## src/rtl/fp_mul_pkg.sv

```systemverilog
// Shared widths, payload structs and the normalise helper for the binary32 multiplier round stage.
package fp_mul_pkg;
  localparam int EXP_W   = 10;
  localparam int MANT_W  = 48;
  localparam int SEXP_W  = EXP_W + 2;  // room for the normalise and rounding increments
  localparam int FRAC_W  = 23;
  localparam int BIAS    = 127;
  localparam int EXP_MAX = 255;

  typedef struct packed {
    logic                     sign;
    logic signed [EXP_W-1:0]  exp;
    logic [MANT_W-1:0]        mant;
    logic                     zero;
  } raw_prod_t;

  typedef struct packed {
    logic                     sign;
    logic signed [SEXP_W-1:0] exp;
    logic [23:0]              sig24;
    logic                     guard;
    logic                     sticky;
    logic                     zero;
  } norm_t;

  typedef struct packed {
    logic overflow;
    logic underflow;
    logic inexact;
  } fp_flags_t;

  // The product lies in [1,4); a set top bit means one extra binade.
  function automatic norm_t normalise(input raw_prod_t p);
    norm_t n;
    n.sign = p.sign;
    n.zero = p.zero;
    if (p.mant[MANT_W-1]) begin
      n.exp    = {{2{p.exp[EXP_W-1]}}, p.exp} + SEXP_W'(1);
      n.sig24  = p.mant[MANT_W-1 -: 24];
      n.guard  = p.mant[MANT_W-25];
      n.sticky = |p.mant[MANT_W-26:0];
    end else begin
      n.exp    = {{2{p.exp[EXP_W-1]}}, p.exp};
      n.sig24  = p.mant[MANT_W-2 -: 24];
      n.guard  = p.mant[MANT_W-26];
      n.sticky = |p.mant[MANT_W-27:0];
    end
    return n;
  endfunction
endpackage

```

## src/rtl/fp_mul_round_stage_rne.sv

```systemverilog
// Combinational round-to-nearest-even of a 24-bit significand with exponent adjust.
module fp_round_rne
  import fp_mul_pkg::*;
(
  input  logic [23:0]              sig_in,
  input  logic                     guard,
  input  logic                     sticky,
  input  logic signed [SEXP_W-1:0] exp_in,
  output logic [FRAC_W-1:0]        frac_out,
  output logic signed [SEXP_W-1:0] exp_out,
  output logic                     inexact
);
  logic        round_up;
  logic [24:0] sum;

  always_comb begin
    round_up = guard & (sticky | sig_in[0]);
    sum      = {1'b0, sig_in} + {24'b0, round_up};
    inexact  = guard | sticky;
    frac_out = sum[FRAC_W-1:0];
    // A cleared hidden bit marks a subnormal, whose exponent field is zero.
    exp_out  = sum[23] ? exp_in : '0;
    if (sum[24]) begin
      frac_out = '0;
      exp_out  = exp_in + SEXP_W'(1);
    end
  end
endmodule

```

## src/rtl/fp_mul_round_stage.sv

```systemverilog
// Two-stage normalise / round / encode pipeline for binary32 products.
// Define FP_MUL_DENORM_EN to produce subnormal results instead of flushing tiny results to zero.
module fp_mul_round_stage
  import fp_mul_pkg::*;
#(
  parameter int EXP_W  = fp_mul_pkg::EXP_W,
  parameter int MANT_W = fp_mul_pkg::MANT_W
) (
  input  logic              clk,
  input  logic              rst_n,
  input  logic              in_valid,
  output logic              in_ready,
  input  logic              in_sign,
  input  logic [EXP_W-1:0]  in_exp,
  input  logic [MANT_W-1:0] in_mant,
  input  logic              in_zero,
  output logic              out_valid,
  input  logic              out_ready,
  output logic [31:0]       out_result,
  output logic              out_overflow,
  output logic              out_underflow,
  output logic              out_inexact
);
  // Handshake: a word moves across a boundary on the cycle its valid and ready are both high;
  // a stage may load when it is empty or is handing its own word on in the same cycle, so a
  // full pipe with a ready consumer accepts a new product every cycle without a bubble.

  raw_prod_t raw;
  norm_t     s1_q;
  logic      s1_valid;
  logic      s1_advance;
  fp_flags_t flags_q;
  fp_flags_t flags_d;
  logic [31:0] result_d;

  assign raw        = '{sign: in_sign, exp: in_exp, mant: in_mant, zero: in_zero};
  assign s1_advance = s1_valid && (!out_valid || out_ready);
  assign in_ready   = !s1_valid || s1_advance;

  always_ff @(posedge clk or negedge rst_n) begin
    if (!rst_n) begin
      s1_valid <= 1'b0;
      s1_q     <= '0;
    end else if (in_valid && in_ready) begin
      s1_valid <= 1'b1;
      s1_q     <= normalise(raw);
    end else if (s1_advance) begin
      s1_valid <= 1'b0;
    end
  end

  logic signed [SEXP_W-1:0] s1_exp;
  logic                     tiny;
  logic [23:0]              r_sig;
  logic                     r_guard;
  logic                     r_sticky;
  logic signed [SEXP_W-1:0] r_exp;
`ifdef FP_MUL_DENORM_EN
  logic [4:0]               sh;
  logic [49:0]              wide;
`endif

  always_comb begin
    s1_exp = s1_q.exp;
    tiny   = (s1_exp <= 0);
`ifdef FP_MUL_DENORM_EN
    // Denormalise tiny values; 25 places already pushes every significand bit into sticky.
    if (!tiny)
      sh = '0;
    else if (s1_exp < -24)
      sh = 5'd25;
    else
      sh = 5'(SEXP_W'(1) - s1_exp);
    wide     = {s1_q.sig24, s1_q.guard, 25'b0} >> sh;
    r_sig    = wide[49:26];
    r_guard  = wide[25];
    r_sticky = s1_q.sticky | (|wide[24:0]);
    r_exp    = tiny ? SEXP_W'(1) : s1_exp;
`else
    r_sig    = s1_q.sig24;
    r_guard  = s1_q.guard;
    r_sticky = s1_q.sticky;
    r_exp    = s1_exp;
`endif
  end

  logic [FRAC_W-1:0]        rnd_frac;
  logic signed [SEXP_W-1:0] rnd_exp;
  logic                     rnd_inexact;

  fp_round_rne u_round (
    .sig_in   (r_sig),
    .guard    (r_guard),
    .sticky   (r_sticky),
    .exp_in   (r_exp),
    .frac_out (rnd_frac),
    .exp_out  (rnd_exp),
    .inexact  (rnd_inexact)
  );

  // Overflow looks at the rounded exponent; tininess is judged before rounding.
  always_comb begin
    result_d = '0;
    flags_d  = '0;
    if (s1_q.zero) begin
      result_d = {s1_q.sign, 31'b0};
    end else if (rnd_exp >= EXP_MAX) begin
      result_d         = {s1_q.sign, 8'hFF, 23'b0};
      flags_d.overflow = 1'b1;
      flags_d.inexact  = 1'b1;
    end else if (tiny) begin
`ifdef FP_MUL_DENORM_EN
      result_d          = {s1_q.sign, rnd_exp[7:0], rnd_frac};
      flags_d.underflow = rnd_inexact;
      flags_d.inexact   = rnd_inexact;
`else
      result_d          = {s1_q.sign, 31'b0};
      flags_d.underflow = 1'b1;
      flags_d.inexact   = 1'b1;
`endif
    end else begin
      result_d        = {s1_q.sign, rnd_exp[7:0], rnd_frac};
      flags_d.inexact = rnd_inexact;
    end
  end

  always_ff @(posedge clk or negedge rst_n) begin
    if (!rst_n) begin
      out_valid  <= 1'b0;
      out_result <= '0;
      flags_q    <= '0;
    end else if (s1_advance) begin
      out_valid  <= 1'b1;
      out_result <= result_d;
      flags_q    <= flags_d;
    end else if (out_ready) begin
      out_valid  <= 1'b0;
    end
  end

  assign out_overflow  = flags_q.overflow;
  assign out_underflow = flags_q.underflow;
  assign out_inexact   = flags_q.inexact;
endmodule
```

## config.mk

```make
export PLATFORM = sky130hd
export DESIGN_NAME = fp_mul_round_stage
export DESIGN_NICKNAME = d
export VERILOG_FILES = /design/src/rtl/fp_mul_pkg.sv /design/src/rtl/fp_mul_round_stage_rne.sv /design/src/rtl/fp_mul_round_stage.sv
export SDC_FILE = /design/constraint.sdc
export NUM_CORES = 1
export LEC_CHECK = 0
export CORE_MARGIN = 2
export CORE_UTILIZATION = 50
export DETAILED_ROUTE_END_ITERATION = 12
export HOLD_SLACK_MARGIN = 0.03
export PLACE_DENSITY = 0.84
export SLEW_MARGIN = 20
export SYNTH_ARGS = -nofsm -noshare
export SYNTH_HDL_FRONTEND = slang
export SYNTH_SLANG_ARGS = --single-unit
```

## constraint.sdc

```tcl
create_clock -name clk -period 3.21 [get_ports clk]
set_clock_uncertainty 0.05 [all_clocks]
set_input_delay 0.321 -clock clk [delete_from_list [all_inputs] [get_ports clk]]
set_output_delay 0.321 -clock clk [all_outputs]
set_load 0.01 [all_outputs]
```

==> results.py <==
metrics = {
    "status": {
        "status": "completed",
    },
    "setup_path": {
        "worstSetupStartpointType": "flop",
        "cp.arrival_ns": 3.10,
        "required_ns": 3.39,
        "cp-end-kind": "flop",
        "cp_max_fo": 10,
        "r2r_cells": 9,
        "crit_type": "reg2reg",
    },
    "yosys": {
        "synth_top_area_cell": "dfrtp_1",
        "ys_ff_latch": 76,
        "ys_top_cells_by_area": "dfrtp_1, nand2_1, mux2i_1",
        "seq_area_frac_synth_pct": 45.9,
        "synth_edf_count": 0,
        "synthFlopType": "dfrtp_1",
        "synth_cell_types": 48,
        "synth_warnings": 0,
        "synth_top_cell_area_share_pct": 45.9,
        "syn_nets": 512,
        "synth_cells": 443,
        "synthArstFlopShare_pct": 100,
        "synth_area_sq_mm": 0.00414,
        "synth_area_per_cell_sq_um": 9.35,
    },
    "sta": {
        "finalCritPeriodShare_pct": 91.1,
        "fin_crit_ns": 2.92,
        "rsz0062_at_grt": "false",
        "drv_slew": 0,
        "final-setup-viol-count": 0,
        "finalHoldViolCount": 0,
        "fmax_mhz": 342,
        "fin_tns_setup_ns": 0,
        "max_slew.worst_pin.slew_ns": 0.815,
        "slew_headroom_pct": 45.2,
    },
    "floorplan": {
        "coreArea_sq_mm": 0.00813,
        "die_area_sq_mm": 0.00903,
        "initial_core_util_pct": 50.9,
        "fp.dieH_um": 95.0,
        "pin_count": 101,
        "rows": 33,
        "fp.dieW_um": 95.0,
    },
    "finish": {
        "multi_input_area_sq_mm": 0.00211,
        "final_cell_mix": "clkdlybuf4s50_1, nand2_1, dfrtp_1",
        "seqCellArea_sq_mm": 0.00190,
        "layout.cells.non_filler": 645,
        "mostFrequentLayoutCell": "clkdlybuf4s50_1",
        "fill_cells": 649,
        "synthToLayoutAreaGrowth_pct": 30.8,
        "antenna_cells": 0,
        "final_nets": 604,
        "drive_above_1_share_pct": 7.22,
    },
    "pwr": {
        "comb_power_share_pct": 24.8,
        "p_clk_share_pct": 27.5,
        "cellPowerDensity_mw_per_mm2": 483,
        "p_sw_uw": 800,
        "power_switching_share_pct": 30.5,
        "p_int_uw": 1820,
        "pwr-share-seq_pct": 47.7,
        "leakagePower_uw": 0.00224,
        "ir_drop_v": 0.000210,
    },
    "clocking": {
        "ctsHtreeMaxLevel": 3,
        "clkSinkCount": 76,
        "cts_tree": "done",
        "cts-root-buf": "clkbuf_8",
        "cts_buffer_depth": 2,
        "clkTransAtPathRegs_ns": 0.08,
        "clock_latency_ns": 0.35,
        "cts_buffers": 9,
    },
    "routing": {
        "firstDrtPassIters": 5,
        "vias": 3588,
        "routedWlPerCell_um": 15.3,
        "drt_iter0_markers": 209,
        "wl_um": 9880,
        "ant_nets": 0,
        "vias_per_cell": 5.56,
        "drc_errors": 0,
    },
    "hold_path": {
        "hold_path.class": "reg2reg",
        "worstHoldPathCells": 2,
    },
    "global_routing": {
        "grt_max_degree": 53,
        "grtUsageTotal_pct": 23.1,
        "grt_pass1_vias": 3508,
        "antenna_found_initial": 0,
        "overflow": 0,
        "grt_pass1_wl_um": 16200,
    },
    "placed_design": {
        "routabilityCongestion": 0.915,
        "port_buffers": 100,
        "dp_hpwl_um": 7680,
        "dp_cells": 628,
    },
    "flow_run": {
        "drv_cap": 0,
    },
}
-- power groups by stage --
stage                     Sequential, uW  Clock, uW  Combinational [uW]
after global routing                1270        772                 716
after global placement              1250          0                 626
after CTS                           1240        728                 653
final                               1250        721                 649
after detailed placement            1260          0                 648
after floorplan                     1250          0                 310
-- cell families (layout without fill, tap and decap cells) --
family,count (synthesis),count (layout),share of synthesized area (%)
buffers and inverters,30,127,3.32
adders and majority gates,5,5,1.51
AOI/OAI and AO/OA,91,91,14.2
and+or+nand+nor,175,175,20.2
muxes,29,29,7.10
xor gates and xnor gates,37,37,7.82
DFF,76,76,45.9
-- synth_stat cells, types with 3 or more instances --
cell type	instances
a21oi_1	5
a32o_1	9
and2_1	4
and3_1	3
and4_1	3
buf_2	3
buf_4	3
clkbuf_1	14
dfrtp_1	76
ha_1	5
inv_1	5
mux2_2	3
mux2i_1	26
nand2_1	96
nand2b_1	4
nand3_1	7
nand4_1	11
nor2_1	19
nor3_1	8
nor4_1	8
o211ai_1	8
o21ai_0	50
or3_1	3
xnor2_1	12
xor2_1	25
-- worst max-delay path, cell delays in order, from the launching register on --
cell and delay [ns]:
dfrtp_1 0.39, o21a_1 0.14, ha_1 0.15, ha_1 0.32, nand3_1 0.23, or3_1 0.43, mux2i_1 0.25, o2111ai_2 0.21
and2_1 0.34, a32o_1 0.30
-- cell type report --
cell class	instances	share of cell area, %
multi-input combinational	337	39.0
sequential	76	35.1
timing repair buffer	106	19.5
clock buffer	10	2.54
tap	105	2.42
clock inverter	6	1.18
inverter	5	0.346
-- sequential cells by signal, indices dropped and copies added (netlist names) --
signal,count
s1_valid,1
out_underflow,1
out_valid,1
s1_q,2
r_exp,11
out_inexact,1
out_result,32
r_sticky,1
r_guard,1
r_sig,24
out_overflow,1
-- path summary, 6_finish.rpt --
| check | start | end | slack, ns |
|---|---|---|---|
| max in group asynchronous | rst_n | r_exp[3]$_DFFE_PN0P_ | 1.88 |
| setup / recovery | r_sticky$_DFFE_PN0P_ | out_result[1]$_DFFE_PN0P_ | 0.29 |
| hold / removal | s1_q[39]$_DFFE_PN0P_ | out_result[31]$_DFFE_PN0P_ | 0.43 |
| min in group asynchronous | rst_n | out_underflow$_DFFE_PN0P_ | 0.53 |
| setup reg to reg | r_sticky$_DFFE_PN0P_ | out_result[1]$_DFFE_PN0P_ | 0.29 |
| hold reg to reg | s1_q[39]$_DFFE_PN0P_ | out_result[31]$_DFFE_PN0P_ | 0.43 |
-- what timing repair did --
item	CTS	global route
gates resized for setup	0	1
setup endpoints to repair	0	2
endpoints found under the hold margin	33	0
buffers inserted	0	0
hold buffers	1	0
-- stage by stage --
step	hold WS, ns	total power [uW]	cell area (sq um)	util, %	setup slack, ns
3_3_place_gp	0.378	1880	5200	64.0	0.469
3_5_place_dp	0.385	1910	5200	64.0	0.285
6_report	0.426	2620	5420	66.7	0.287
4_1_cts	0.431	2630	5420	66.6	0.269
2_1_floorplan	-0.0246	1560	4140	-	0.680
5_1_grt	0.473	2750	5420	66.7	0.124
-- per-layer routing --
layer  track usage [%]  routed length, um
met1              31.5               4540
met2              37.4               4660
met3              3.48                470
met4              8.94                208
met5                 0                  0
Power figures use the tool's default switching activity.
